===== config.mk =====
export PLATFORM = sky130hd
export DESIGN_NAME = irq_encoder8_flat
export DESIGN_NICKNAME = d
export VERILOG_FILES = /design/src/rtl/irq_encoder8_pkg.sv /design/src/rtl/irq_encoder8_if.sv /design/src/rtl/irq_encoder8_prio_enc.sv /design/src/rtl/irq_encoder8.sv /design/src/flat_wrapper.sv
export SDC_FILE = /design/constraint.sdc
export NUM_CORES = 1
export LEC_CHECK = 0
export CORE_MARGIN = 5
export CORE_UTILIZATION = 39
export CTS_BUF_LIST = sky130_fd_sc_hd__clkbuf_2
export CTS_CLUSTER_DIAMETER = 150
export DETAILED_ROUTE_END_ITERATION = 10
export DONT_BUFFER_PORTS = 1
export PLACE_DENSITY = 0.59
export SLEW_MARGIN = 20
export SYNTH_ARGS = -nofsm -noshare
export SYNTH_HDL_FRONTEND = slang
export SYNTH_SLANG_ARGS = --single-unit

===== constraint.sdc =====
create_clock -name clk_sys -period 2.51 [get_ports clk_sys]
set_clock_uncertainty 0.15 [all_clocks]
set_input_delay 0.3765 -clock clk_sys [delete_from_list [all_inputs] [get_ports clk_sys]]
set_output_delay 0.3765 -clock clk_sys [all_outputs]
set_load 0.01 [all_outputs]

===== src/rtl/irq_encoder8_pkg.sv =====
// Shared definitions for the irq_encoder8 interrupt encoder: default number
// width and the handshake state encoding.
package irq_pkg;

   localparam int LOG2N_DEF = 3;

   typedef enum logic [1:0] {
      IDLE    = 2'd0,
      ARB     = 2'd1,
      REQ     = 2'd2,
      RELEASE = 2'd3
   } state_t;

endpackage : irq_pkg


===== src/rtl/irq_encoder8_if.sv =====
// CPU-side four-phase handshake of the interrupt encoder: req/num towards the
// CPU, ack back from it. Number bit 0 is the MSB.
interface irq_encoder8_if #(
   parameter int LOG2N = 3
);
   logic             req;
   logic             ack;
   logic [0:LOG2N-1] num;

   modport master (output req, output num, input ack);
   modport slave  (input req, input num, output ack);
endinterface : irq_encoder8_if


===== src/rtl/irq_encoder8_prio_enc.sv =====
// Combinational priority encoder: index 0 of the vector has the highest
// priority; valid flags that at least one bit is set.
module prio_enc #(
   parameter int LOG2N = 3
) (
   input  logic [0:(2**LOG2N)-1] vec,
   output logic [0:LOG2N-1]      idx,
   output logic                  valid
);
   localparam int N = 2**LOG2N;

   // Scan from the lowest priority upwards so the lowest set index is kept last.
   always_comb begin
      idx   = '0;
      valid = 1'b0;
      for (int k = N - 1; k >= 0; k--) begin
         idx   = vec[k] ? LOG2N'(k) : idx;
         valid = valid | vec[k];
      end
   end
endmodule : prio_enc


===== src/rtl/irq_encoder8.sv =====
// Eight-line interrupt encoder: pending register, priority resolution and a
// four-phase req/ack grant to the CPU. Define IRQ_ENCODER8_EDGE_EN to latch
// only rising edges of irq instead of levels.
module irq_encoder8
   import irq_pkg::*;
#(
   parameter int LOG2N = LOG2N_DEF
) (
   input  logic                  clk_sys,
   input  logic                  reset,
   input  logic [0:(2**LOG2N)-1] irq,
   input  logic [0:(2**LOG2N)-1] mask,
   input  logic                  clr,
   irq_encoder8_if.master        cpu,
   output logic [0:(2**LOG2N)-1] pending
);
   localparam int N = 2**LOG2N;

   function automatic logic [0:N-1] onehot(input logic [0:LOG2N-1] sel);
      logic [0:N-1] vec;
      vec      = '0;
      vec[sel] = 1'b1;
      return vec;
   endfunction

   state_t           state_r, next_state_s;
   logic             req_r, next_req_s;
   logic [0:LOG2N-1] num_r, next_num_s;
   logic [0:N-1]     pending_r;
   logic [0:N-1]     set_vec_s, clear_vec_s, masked_s;
   logic [0:LOG2N-1] win_s;
   logic             any_s, ack_fire_s;

`ifdef IRQ_ENCODER8_EDGE_EN
   logic [0:N-1] irq_d_r;

   // One-stage delay of the request lines for rising-edge detection.
   always_ff @(posedge clk_sys) begin
      if (reset) begin
         irq_d_r <= '0;
      end else begin
         irq_d_r <= irq;
      end
   end

   assign set_vec_s = irq & ~irq_d_r;
`else
   assign set_vec_s = irq;
`endif

   assign masked_s = pending_r & mask;

   prio_enc #(.LOG2N(LOG2N)) u_prio_enc (
      .vec   (masked_s),
      .idx   (win_s),
      .valid (any_s)
   );

   // Handshake sequencing; num is captured on leaving IDLE and held to the end.
   always_comb begin
      next_state_s = state_r;
      next_req_s   = req_r;
      next_num_s   = num_r;
      ack_fire_s   = 1'b0;
      case (state_r)
         IDLE: begin
            next_req_s = 1'b0;
            if (!clr && any_s) begin
               next_num_s   = win_s;
               next_state_s = ARB;
            end else begin
               next_state_s = IDLE;
            end
         end
         ARB: begin
            if (clr) begin
               next_req_s   = 1'b0;
               next_state_s = IDLE;
            end else begin
               next_req_s   = 1'b1;
               next_state_s = REQ;
            end
         end
         REQ: begin
            if (cpu.ack) begin
               ack_fire_s   = 1'b1;
               next_req_s   = 1'b0;
               next_state_s = RELEASE;
            end else begin
               next_req_s   = 1'b1;
               next_state_s = REQ;
            end
         end
         RELEASE: begin
            next_req_s = 1'b0;
            if (!cpu.ack) begin
               next_state_s = IDLE;
            end else begin
               next_state_s = RELEASE;
            end
         end
         default: begin
            next_req_s   = 1'b0;
            next_state_s = IDLE;
         end
      endcase
   end

   // Clear source: global wipe, or the bit being serviced when ack is taken.
   always_comb begin
      if (clr) begin
         clear_vec_s = '1;
      end else if (ack_fire_s) begin
         clear_vec_s = onehot(num_r);
      end else begin
         clear_vec_s = '0;
      end
   end

   // State, outputs and pending register; set beats clear on the same bit.
   always_ff @(posedge clk_sys) begin
      if (reset) begin
         state_r   <= IDLE;
         req_r     <= 1'b0;
         num_r     <= '0;
         pending_r <= '0;
      end else begin
         state_r   <= next_state_s;
         req_r     <= next_req_s;
         num_r     <= next_num_s;
         pending_r <= (pending_r & ~clear_vec_s) | set_vec_s;
      end
   end

   assign cpu.req = req_r;
   assign cpu.num = num_r;
   assign pending = pending_r;

endmodule : irq_encoder8


===== src/flat_wrapper.sv =====
// flat-port wrapper written by rule: the top's interface ports become plain ports
module irq_encoder8_flat import irq_pkg::*;
#(
   parameter int LOG2N = LOG2N_DEF
)
  (clk_sys, reset, irq, mask, clr, pending, cpu_req, cpu_num, cpu_ack);
  irq_encoder8_if #(.LOG2N(LOG2N)) cpu_i ();
  input  logic clk_sys;
  input  logic reset;
  input  logic [0:(2**LOG2N)-1] irq;
  input  logic [0:(2**LOG2N)-1] mask;
  input  logic clr;
  output logic [0:(2**LOG2N)-1] pending;
  output wire logic [$bits(cpu_i.req)-1:0] cpu_req;
  output wire logic [$bits(cpu_i.num)-1:0] cpu_num;
  input wire logic [$bits(cpu_i.ack)-1:0] cpu_ack;
  assign cpu_req = cpu_i.req;
  assign cpu_num = cpu_i.num;
  assign cpu_i.ack = cpu_ack;
  irq_encoder8 #(.LOG2N(LOG2N)) u_core (.clk_sys(clk_sys), .reset(reset), .irq(irq), .mask(mask), .clr(clr), .cpu(cpu_i), .pending(pending));
endmodule

Word-level counts from Yosys, hierarchy flattened
Cells that the tools add are included.

Bitwise logic cells: 12. Equal/unequal tests: 3. Muxes and demuxes: 22. Magnitude comparators: 2. Reduce and logical (&&, ||, !) cells: 6.

Operators with widths (number): 3-bit two-way mux (8); 8-bit bitwise AND (2); 8-bit two-way mux (2); 8-bit inverter (1); 8-bit bitwise OR (1); 2-bit case mux with 4 select lines (1); 1-bit two-way mux (7); 1-bit bitwise OR (7); 2-bit == test, second input constant (2); 4-bit >= comparator, second input constant (1); 4-bit by 1-bit less-than comparator with 1-bit output, second input constant (1); 2-bit two-way mux (2); 3-bit inverter with 4-bit output (1); 1-bit demux with 3-bit select (1); 1-bit case mux with 3 select lines (1); 2-bit by 1-bit == test with 1-bit output, second input constant (1); 1-bit logical AND (2); 2-bit logical NOT (1); 2-bit AND reduction (1); 2-bit OR reduction (1); 1-bit logical NOT (1).

Flip-flop bits (word level): 14. Word-level logic and storage cells: 49. Input bits: 20.

Longest topological paths before layout
Depth in word-level cells: 11. Mapped depth: 4. Gate-level depth less buffers: 4.

Cells and area by module
Synthesis repeated with hierarchy kept, for this count alone.

Cell total of the unflattened synthesis: 83. Area total of the unflattened synthesis: 691.9 µm².

By module, submodules not included: irq_encoder8 (cells an instance 70, instances 1, area an instance 610.6 µm²); prio_enc (cells an instance 13, instances 1, area an instance 81.3 µm²).

Worst setup path after synthesis
OpenSTA, ideal clock, no wires.

Kind: register to register. Start point: register u_core.state_r[1]. End point: register u_core.pending_r (netlist bit u_core.pending[6]). Stages on the path, launching flop included: 5. Period minus slack after synthesis: 1205 ps. Path slack: 1305 ps. Library setup time: 128 ps. Data required time: 2232 ps. Arrival time: 928 ps. Cell sequence: dfxtp_1 and4bb_1 nand3_1 a31oi_1 nor2_1.

Longest elaborated chain between the ends: 7.

Ends and longest elaborated chain: start: declaration (line irq_encoder8.sv:26) `state_t state_r, next_state_s;`; start signal: assignment (line irq_encoder8.sv:128) `state_r <= next_state_s;`; 2-bit == test (line irq_encoder8.sv:65) `case (state_r)`; 1-bit two-way mux (line irq_encoder8.sv:65); 8-bit two-way mux (line irq_encoder8.sv:113) `end else if (ack_fire_s) begin`; 8-bit two-way mux (line irq_encoder8.sv:111) `if (clr) begin`; 8-bit inverter (line irq_encoder8.sv:131) `pending_r <= (pending_r & ~clear_vec_s) | set_vec_s;`; 8-bit bitwise AND (line irq_encoder8.sv:131); 8-bit bitwise OR (line irq_encoder8.sv:131); end signal: assignment (line irq_encoder8.sv:131); end: declaration (line irq_encoder8.sv:29) `logic [0:N-1] pending_r;`.

Every way passes these cells. A chain may end at the register's enable or synchronous reset.

Worst setup path after layout
Start point: register u_core.state_r[1]. End point: register u_core.num_r (netlist bit u_core.cpu.num[0]).

Longest elaborated chain between the ends: 2.

Ends and longest elaborated chain: 2-bit logical NOT (line irq_encoder8.sv:65); 2-bit AND reduction (no line); end signal: assignment (line irq_encoder8.sv:130) `num_r <= next_num_s;`; end: declaration (line irq_encoder8.sv:28) `logic [0:LOG2N-1] num_r, next_num_s;`.

Every way passes these cells.

==> impl_metrics.yaml <==
logic_synthesis:
  synth.distinct_cells: 21
  ys_ff_latch: 14
  synth_top_area_frac: 0.433
  synth_edf_count: 0
  async_flop_share: 0
  synth_cells: 81
  yosys_warnings: 0
  avgSynthCellArea_sq_um: 7.99
  synth_fp_nets: 101
  yosys.cell_count.top_type: "nand2_1"
  ys.flop_type: "dfxtp_1"
  synth_commonest_cells: "nand2_1 (17), dfxtp_1 (14), a31oi_1 (9), nor2_1 (9), a21oi_1 (6)"
  ys_seq_area_frac: 0.433
  yosys.area.top_type: "dfxtp_1"
  syn_area_sq_um: 647
  synth_area_leaders: "dfxtp_1 (43%), nand2_1 (9.9%), a31oi_1 (8.7%)"
layout:
  antenna_cells: 0
  drive_gt1_frac: 0.0471
  fin_util: 0.453
  syn_to_final_growth_pct: 7.93
  multi_input_area_sq_um: 355
  regArea_sq_um: 280
  fillers: 170
  nNetsFinal: 107
pwr:
  p_int_mw: 0.297
  peakVddDrop_mv: 0.269
  seqPwrFrac: 0.619
  leakage_nw: 0.259
  switching_share: 0.304
  clkPwrFrac: 0.245
  share_comb_of_total_power: 0.136
  cellPowerDensity_mw_per_mm2: 611
  switchingPower_mw: 0.130
global_routing:
  grt_pass1_wl_um: 2790
  grtUsageTotal: 0.141
  antenna_found_initial: 0
  grt_pass1_vias: 631
  overflow: 0
  grt_max_degree: 13
die:
  fp-row-count: 14
  dieArea_sq_mm: 0.00257
  start_util: 0.420
  coreArea_sq_mm: 0.00154
  top_level_ports: 32
  dieHeight_um: 50.7
  die_x_um: 50.7
worst_setup_path:
  startpoint: "u_core.state_r[1]"
  critPathMaxFanout: 7
  r2r_start: "u_core.state_r[1]"
  cp_top_family: "compound AO/OA/AOI/OAI gates"
  crit_path_cell_trace: "nor3_2 -> a21oi_1 -> a211oi_1"
  path_buf_inv: 0
  critPathArrivalTime_ps: 1420
  cp-end-kind: "flop"
  crit_slowest_cell: "dfxtp_1"
  worstSetupPathType: "reg -> reg"
  cp_slowest_stage_delay_ps: 380
  start_kind: "flop"
  worstPathRequired_ps: 2550
timing:
  rsz0062_at_grt: "no"
  drv_slew: 0
  slew_headroom: 0.678
  post-route-period-util: 0.550
  fmax_mhz: 724
  tightest_slew_ps: 481
  setup_violations: 0
  finalHoldViolCount: 0
  fin_crit_ps: 1380
  tns_ps: 0
place:
  numPortBuffers: 0
  globalplace.congestion: 0.784
clock_tree:
  ctsResizeCount: 0
  root_buffer: "clkbuf_2"
  clk_pin_slew_ps: 130
  cts_buffer_depth: 2
  cts_tree: "done"
  cts_buffers: 3
  clock_sinks: 14
  htreeDepth: 1
  clk_latency_ps: 280
route:
  drt-initial-drc-count: 14
  postRouteAntennaNets: 0
  routed_wirelength_um: 1730
  via_count: 622
  routedWlPerCell_um: 17.2
  drcViolationCount: 0
  dr.pass1.iters: 4
  viasPerCell: 6.16
run:
  max-cap-violations: 0
run_status:
  status: "complete, no violations"
worst_hold_path:
  hp-class: "in -> reg"
  hp-start: "irq[4]"
[worst paths after layout]
check,end,slack [ps],cells past startpoint
setup / recovery,u_core.cpu.num[0],1130,3
hold reg to reg,u_core.state_r[0],400,2
setup reg to reg,u_core.cpu.num[0],1130,3
hold / removal,u_core.pending[4],60,2
[per-layer routing]
| layer | routed length [um] | vias to the layer above | global-route usage | part of all wire |
|---|---|---|---|---|
| met2 | 801 | 21 | 0.221 | 0.46 |
| li1 | - | 308 | - | - |
| met3 | 167 | 5 | 0.0592 | 0.096 |
| met4 | 38 | 0 | 0.0766 | 0.022 |
| met1 | 726 | 288 | 0.159 | 0.42 |
| met5 | 0 | - | 0 | 0 |
[layout make-up]
type / instances / area share
inverter: 2 / 0.0108
clock buffer: 3 / 0.0215
tap: 16 / 0.0287
timing repair buffer: 2 / 0.0287
multi-input combinational: 64 / 0.509
sequential: 14 / 0.401
[worst register-to-register path, delay by kind of cell (launching register included)]
kind               cells  cell delay [ps]
and+or+nand+nor        1              360
DFF                    1              380
AOI/OAI and AO/OA      2              410
[power groups by stage]
stage	clock, mW	sequential, mW	combinational [mW]
finish	0.104	0.264	0.0581
global route	0.115	0.268	0.0651
CTS	0.108	0.265	0.0566
detailed placement	0	0.270	0.0519
global placement	0	0.270	0.0516
floorplan	0	0.264	0.0459
[registers in the layout, summed over array words and instances (netlist names)]
name / count
u_core.cpu.num: 3
u_core.cpu.req: 1
u_core.pending: 8
u_core.state_r: 2
[logic make-up after synthesis]
group	share of synthesized area
simple gates	0.267
compound gates	0.282
flops	0.433
buf+inv	0.0174
[metrics by stage]
stage	instances	power, mW	hold WS (ps)	worst slack, ps	cell area, sq um
3_3_place_gp	96	0.321	298	1180	663
4_1_cts	100	0.430	5.44	1120	688
6_report	101	0.427	55.1	1130	698
2_1_floorplan	81	0.310	296	1300	647
5_1_grt	101	0.449	44.4	1040	698
3_5_place_dp	96	0.322	299	1160	663
[layout by cell type, fill, tap and decap left out, drive strengths merged]
cell type	instances
a21oi	6
a211oi	2
nand3	2
and4b	1
nand3b	1
a31oi	9
a22oi	4
a32o	2
dfxtp	14
nor2b	3
and4bb	1
nor2	9
o21ai	3
clkbuf	3
inv	2
nand2	17
o2bb2ai	1
or3	1
o211ai	1
dlygate4sd3	2
nor3	1
[what timing repair did]
item | in CTS | in global routing
hold buffers | 1 | 1
buffers inserted | 0 | 0
endpoints found under the hold margin | 12 | 1
No activity file was read; power rests on OpenSTA's default activity.
